`config.mk`:
```
export PLATFORM = sky130hd
export DESIGN_NAME = cam_array
export DESIGN_NICKNAME = d
export VERILOG_FILES = /design/src/rtl/cam_pkg.sv /design/src/rtl/cam_entry.sv /design/src/rtl/cam_array.sv
export SDC_FILE = /design/constraint.sdc
export NUM_CORES = 2
export LEC_CHECK = 0
export CAP_MARGIN = 20
export CORE_UTILIZATION = 50
export CTS_CLUSTER_SIZE = 30
export DETAILED_ROUTE_END_ITERATION = 8
export GPL_TIMING_DRIVEN = 0
export PLACE_DENSITY = 0.67
export SLEW_MARGIN = 10
export SYNTH_ARGS = -nofsm -noshare
export SYNTH_HDL_FRONTEND = slang
export SYNTH_HIERARCHICAL = 1
export SYNTH_SLANG_ARGS = --single-unit
export TNS_END_PERCENT = 100
```
`constraint.sdc`:
```
create_clock -name clk_i -period 2.6 [get_ports clk_i]
set_input_delay 0.39 -clock clk_i [delete_from_list [all_inputs] [get_ports clk_i]]
set_output_delay 0.39 -clock clk_i [all_outputs]
set_load 0.02 [all_outputs]
```
`src/rtl/cam_pkg.sv`:
```
// Shared constants and types for the content-addressable memory array.
package cam_pkg;

  localparam int CAM_WIDTH      = 32;
  localparam int CAM_ADDR_WIDTH = 5;

  // Architectural view of one entry: a valid flag plus the stored word.
  typedef struct packed {
    logic                 valid;
    logic [CAM_WIDTH-1:0] word;
  } cam_entry_t;

endpackage

```
`src/rtl/cam_entry.sv`:
```
// One CAM entry: storage, write port and a combinational match output.
// The match compares against the currently stored (pre-write) contents,
// so a same-cycle write is invisible to a concurrent search.
module cam_entry
  import cam_pkg::*;
#(
  parameter int WIDTH = CAM_WIDTH
) (
  input  logic             clk_i,
  input  logic             reset_i,
  input  logic             write_enable_i,
  input  logic [WIDTH-1:0] write_data_i,
  input  logic             search_enable_i,
  input  logic [WIDTH-1:0] search_data_i,
  output logic             valid_o,
  output logic [WIDTH-1:0] word_o,
  output logic             match_o
);

  logic             valid_q, valid_d;
  logic [WIDTH-1:0] word_q,  word_d;

  // Next-state: a write sets the valid bit and captures the word.
  always_comb begin
    valid_d = valid_q;
    word_d  = word_q;
    if (write_enable_i) begin
      valid_d = 1'b1;
      word_d  = write_data_i;
    end
  end

  // Entry storage, cleared immediately on reset.
  always_ff @(posedge clk_i or posedge reset_i) begin
    if (reset_i) begin
      valid_q <= 1'b0;
      word_q  <= '0;
    end else begin
      valid_q <= valid_d;
      word_q  <= word_d;
    end
  end

  assign valid_o = valid_q;
  assign word_o  = word_q;
  assign match_o = search_enable_i & valid_q & (word_q == search_data_i);

endmodule

```
`src/rtl/cam_array.sv`:
```
// CAM array: DEPTH entries with a lowest-index read mux, a lowest-index
// priority encoder for search hits, and registered read/search results.
module cam_array
  import cam_pkg::*;
#(
  parameter int WIDTH      = CAM_WIDTH,
  parameter int ADDR_WIDTH = CAM_ADDR_WIDTH,
  parameter int DEPTH      = 1 << ADDR_WIDTH
) (
  input  logic                  clk_i,
  input  logic                  reset_i,
  input  logic [DEPTH-1:0]      write_enable_i,
  input  logic [DEPTH-1:0]      read_enable_i,
  input  logic [DEPTH-1:0]      search_enable_i,
  input  logic [WIDTH-1:0]      write_data_i,
  input  logic [WIDTH-1:0]      search_data_i,
  output logic                  read_valid_o,
  output logic [WIDTH-1:0]      read_value_o,
  output logic                  search_valid_o,
  output logic                  search_found_o,
  output logic [ADDR_WIDTH-1:0] search_index_o
);

  logic [DEPTH-1:0] entry_valid;
  logic [DEPTH-1:0] entry_match;
  logic [WIDTH-1:0] entry_word [DEPTH];

  for (genvar g = 0; g < DEPTH; g++) begin : g_entry
    cam_entry #(.WIDTH(WIDTH)) u_entry (
      .clk_i           (clk_i),
      .reset_i         (reset_i),
      .write_enable_i  (write_enable_i[g]),
      .write_data_i    (write_data_i),
      .search_enable_i (search_enable_i[g]),
      .search_data_i   (search_data_i),
      .valid_o         (entry_valid[g]),
      .word_o          (entry_word[g]),
      .match_o         (entry_match[g])
    );
  end

  logic                  read_valid_q;
  logic [WIDTH-1:0]      read_value_q, read_value_d;
  logic                  search_valid_q;
  logic                  search_found_q, search_found_d;
  logic [ADDR_WIDTH-1:0] search_index_q, search_index_d;

  // Read mux: lowest asserted strobe wins; an invalid entry reads as zero.
  // Scanning downward lets the lowest index overwrite higher ones.
  always_comb begin
    read_value_d = '0;
    for (int i = DEPTH - 1; i >= 0; i--) begin
      if (read_enable_i[i]) begin
        read_value_d = entry_valid[i] ? entry_word[i] : '0;
      end
    end
  end

  // Priority encoder: lowest matching index, zero on a miss.
  always_comb begin
    search_found_d = |entry_match;
    search_index_d = '0;
    for (int i = DEPTH - 1; i >= 0; i--) begin
      if (entry_match[i]) begin
        search_index_d = i[ADDR_WIDTH-1:0];
      end
    end
  end

  // Output registers: valid flags pulse per request, data holds when idle.
  always_ff @(posedge clk_i or posedge reset_i) begin
    if (reset_i) begin
      read_valid_q   <= 1'b0;
      read_value_q   <= '0;
      search_valid_q <= 1'b0;
      search_found_q <= 1'b0;
      search_index_q <= '0;
    end else begin
      read_valid_q   <= |read_enable_i;
      search_valid_q <= |search_enable_i;
      if (|read_enable_i) begin
        read_value_q <= read_value_d;
      end
      if (|search_enable_i) begin
        search_found_q <= search_found_d;
        search_index_q <= search_index_d;
      end
    end
  end

  assign read_valid_o   = read_valid_q;
  assign read_value_o   = read_value_q;
  assign search_valid_o = search_valid_q;
  assign search_found_o = search_found_q;
  assign search_index_o = search_index_q;

endmodule

```
==> impl_metrics.py <==
metrics = {
    "logic_synthesis": {
        "synth_area_per_cell_um2": 11.3,
        "synthCells": 5569,
        "synth_cell_type_count": 78,
        "ys_async_sr_fraction": 1.00,
        "synth-xor-area-share": 0.143,
        "synth_top_family_by_area": "multiplexers",
        "synth_mux_area_frac": 0.184,
        "synthAdderAreaFrac": 0,
        "netlist_area_um2": 62700,
        "syn_nets": 5731,
        "yosysSeqAreaShare": 0.437,
        "synthSimpleGateAreaFrac": 0.0988,
        "synth-compound-area-share": 0.111,
        "synth_ff_type": "dfrtp_1",
        "ys_warn_count": 6,
        "synth.ff_latch_count": 1096,
        "synth-edff-count": 0,
    },
    "drt": {
        "first_iter_violations": 9997,
        "vias_per_cell": 7.38,
        "routed_wl_um": 343000,
        "wl_per_cell_um": 44.2,
        "firstDrtPassIters": 9,
        "num_vias": 57300,
        "ant_nets": 0,
        "drc": 30,
    },
    "placed_design": {
        "finalWeightedCongestion": 1.05,
        "place_inst": 7445,
        "port_buffers": 167,
        "dp_hpwl_um": 243000,
        "place_area_um2": 67700,
    },
    "pwr": {
        "p_per_area_nw_per_um2": 679,
        "vdd_drop_max_mv": 0.693,
        "power.leakage_nw": 30.7,
    },
    "setup_path": {
        "crit_required_ns": 3.27,
        "cp-start-kind": "flip-flop",
        "worstSetupPathType": "flip-flop to flip-flop",
        "r2r_cells": 8,
        "timing.rr.end": "read_value_o[16]$_DFFE_PP0P_",
        "critical_path.cell_chain": "buf_4 > clkbuf_1 > nand2_1 > a221oi_1 > o21ai_0 > a311oi_4 > nor4_4 > o31ai_1",
        "critPathBufInv": 2,
        "cp-end-kind": "flip-flop",
        "crit_family": "compound AO/OA/AOI/OAI gates",
        "cpPeakStageDelay_ns": 0.66,
        "cpMaxStageDelayCell": "a311oi_4",
        "rrSetupSlack_ns": -0.35,
        "path_max_fanout": 10,
        "cp.arrival_ns": 3.63,
        "crit-reg2reg-launch": "g_entry[19].u_entry/valid_o$_DFFE_PP0P_",
    },
    "cells_and_area": {
        "layout_commonest_cell": "dfrtp_1",
        "nNetsFinal": 6171,
        "layout_common_cells": "1081 x dfrtp_1, 1024 x mux2_2, 896 x xor2_1, 297 x nand2_1, 210 x nor4_1",
        "final_core_util": 0.611,
        "syn_to_final_growth_pct": 21.0,
        "fill_cells": 10200,
        "fin_area_um2": 75900,
        "final_cells": 7765,
        "final_layout_size_suffix_gt1_frac": 0.348,
    },
    "grt": {
        "grt_first_pass_wirelength_um": 459000,
        "grt_antenna_before_repair": 36,
        "overflow": 0,
        "grt.total_usage": 0.533,
        "grt_start_max_net_pins": 34,
        "grt_pass1_vias": 54400,
    },
    "sta": {
        "skew_ns": 0.0255,
        "setup_slack_ns": -0.351,
        "fmax_ghz": 0.339,
        "hold_viol": 0,
        "worst_slew_pin_slew_ns": 1.12,
        "fin_crit_ns": 2.95,
        "drv_slew": 0,
        "setup_viol": 30,
        "slew_headroom": 0.251,
        "rsz0062_at_grt": "yes",
        "min_period_over_period": 1.14,
    },
    "clock_tree": {
        "cts_tree": "built",
        "worstSkewPairLatency_ns": 0.78,
        "ctsHtreeMaxLevel": 4,
        "numCtsBuffers": 133,
        "clk_pin_slew_ns": 0.06,
        "clock_sinks": 1096,
        "cts.path.max_buffers": 3,
        "cts_root_buffer": "clkbuf_16",
    },
    "outcome": {
        "status": "complete, but fails checks",
        "violations": "design-rule violations, negative setup slack",
    },
    "floorplanning": {
        "die_y_um": 356,
        "die_area_um2": 127000,
        "ioPinCount": 202,
        "fp.dieW_um": 356,
        "start_util": 0.505,
        "row_count": 129,
        "core_area_um2": 124000,
    },
    "worst_hold_path": {
        "hp-class": "input port to flip-flop",
        "worstHoldPathCells": 2,
        "hp-start": "write_enable_i[2]",
        "min_to": "g_entry[2].u_entry/word_o[10]$_DFFE_PP0P_",
    },
    "run": {
        "max_cap_viol_count": 0,
    },
}
==> area by class of cell <==
class                      count  area [um2]  area share
timing repair buffer         329        3700      0.0488
buffer                       312        1690      0.0222
antenna                       22        55.1    0.000726
sequential                  1096       27400       0.362
clock buffer                 196        4050      0.0534
multi-input combinational   4082       36300       0.478
clock inverter                36         385     0.00508
tap                         1637        2050      0.0270
inverter                      55         210     0.00277
==> cell usage after synthesis, types with 89 or more instances <==
| library cell | n | area [um2] |
|---|---|---|
| a21oi_1 | 160 | 801 |
| a22oi_1 | 104 | 781 |
| buf_2 | 101 | 505 |
| clkbuf_1 | 211 | 792 |
| dfrtp_1 | 1096 | 27400 |
| mux2_2 | 1024 | 11500 |
| nand2_1 | 299 | 1120 |
| nand3_1 | 162 | 811 |
| nor4_1 | 249 | 1560 |
| o21ai_0 | 89 | 445 |
| xnor2_1 | 128 | 1120 |
| xor2_1 | 896 | 7850 |
==> through the flow <==
stage | setup slack [ns] | power, W | hold slack (ns) | TNS (ns)
after CTS | -0.306 | 0.0506 | 0.00392 | -0.812
after global routing | -0.242 | 0.0524 | 0.0381 | -1.04
after global placement | -4.28 | 0.0307 | 0.481 | -3137.19
final | -0.351 | 0.0515 | 0.0256 | -2.96
after floorplan | 0.199 | 0.0258 | 0.451 | 0
after detailed placement | -2.73 | 0.0309 | 0.480 | -68.47
==> worst register-to-register path: cells and delay by family (launching register included) <==
kind / cells / cell delay [ns]
AND/OR/NAND/NOR: 2 / 0.25
flip-flops: 1 / 0.41
AO/OA/AOI/OAI: 4 / 1.57
buffers and inverters: 2 / 0.65
==> per-layer routing <==
layer / up-vias / track usage / wire (um)
met4: 20 / 0.375 / 31100
met3: 1538 / 0.224 / 54100
met1: 28900 / 0.688 / 124000
met5: - / 0 / 131
li1: 21600 / - / -
met2: 5230 / 0.715 / 134000
==> worst max path at each step <==
stage	start	cells past startpoint	slack, ns	to
after global placement	search_data_i[28]	11	-4.28	search_index_o[0]$_DFFE_PP0P_
final	g_entry[19].u_entry/valid_o$_DFFE_PP0P_	8	-0.35	read_value_o[16]$_DFFE_PP0P_
after CTS	g_entry[30].u_entry/word_o[5]$_DFFE_PP0P_	10	-0.31	search_index_o[1]$_DFFE_PP0P_
after floorplan	read_enable_i[16]	8	0.20	read_value_o[0]$_DFFE_PP0P_
after global routing	g_entry[31].u_entry/word_o[16]$_DFFE_PP0P_	10	-0.24	search_index_o[1]$_DFFE_PP0P_
after detailed placement	read_enable_i[22]	8	-2.73	read_value_o[16]$_DFFE_PP0P_
==> power by group <==
group          leakage (nW)  total, W  switching, W  internal (W)
sequential             12.7    0.0210       0.00225        0.0187
clock                  2.20    0.0194       0.00793        0.0114
combinational          15.8    0.0112       0.00690       0.00426
==> state kept, by name, summed over array words and instances, names as in the netlist <==
name / count
search_valid_o: 1
g_entry.u_entry/word_o: 1024
read_value_o: 32
read_valid_o: 1
search_index_o: 5
search_found_o: 1
g_entry.u_entry/valid_o: 32
==> cell families after synthesis <==
group / count (synthesis)
flops: 1096
simple gates: 1102
xor+xnor: 1024
mux: 1025
compound gates: 931
buf+inv: 391
==> repair_timing <==
item	4_1_cts	5_1_grt
setup buffers	51	39
endpoints found under the hold margin	266	0
setup endpoints to repair	39	38
hold buffers	2	0
gates cloned	0	0
resized for setup	559	183
pin swaps	91	81
(Power assumes the default switching activity.)
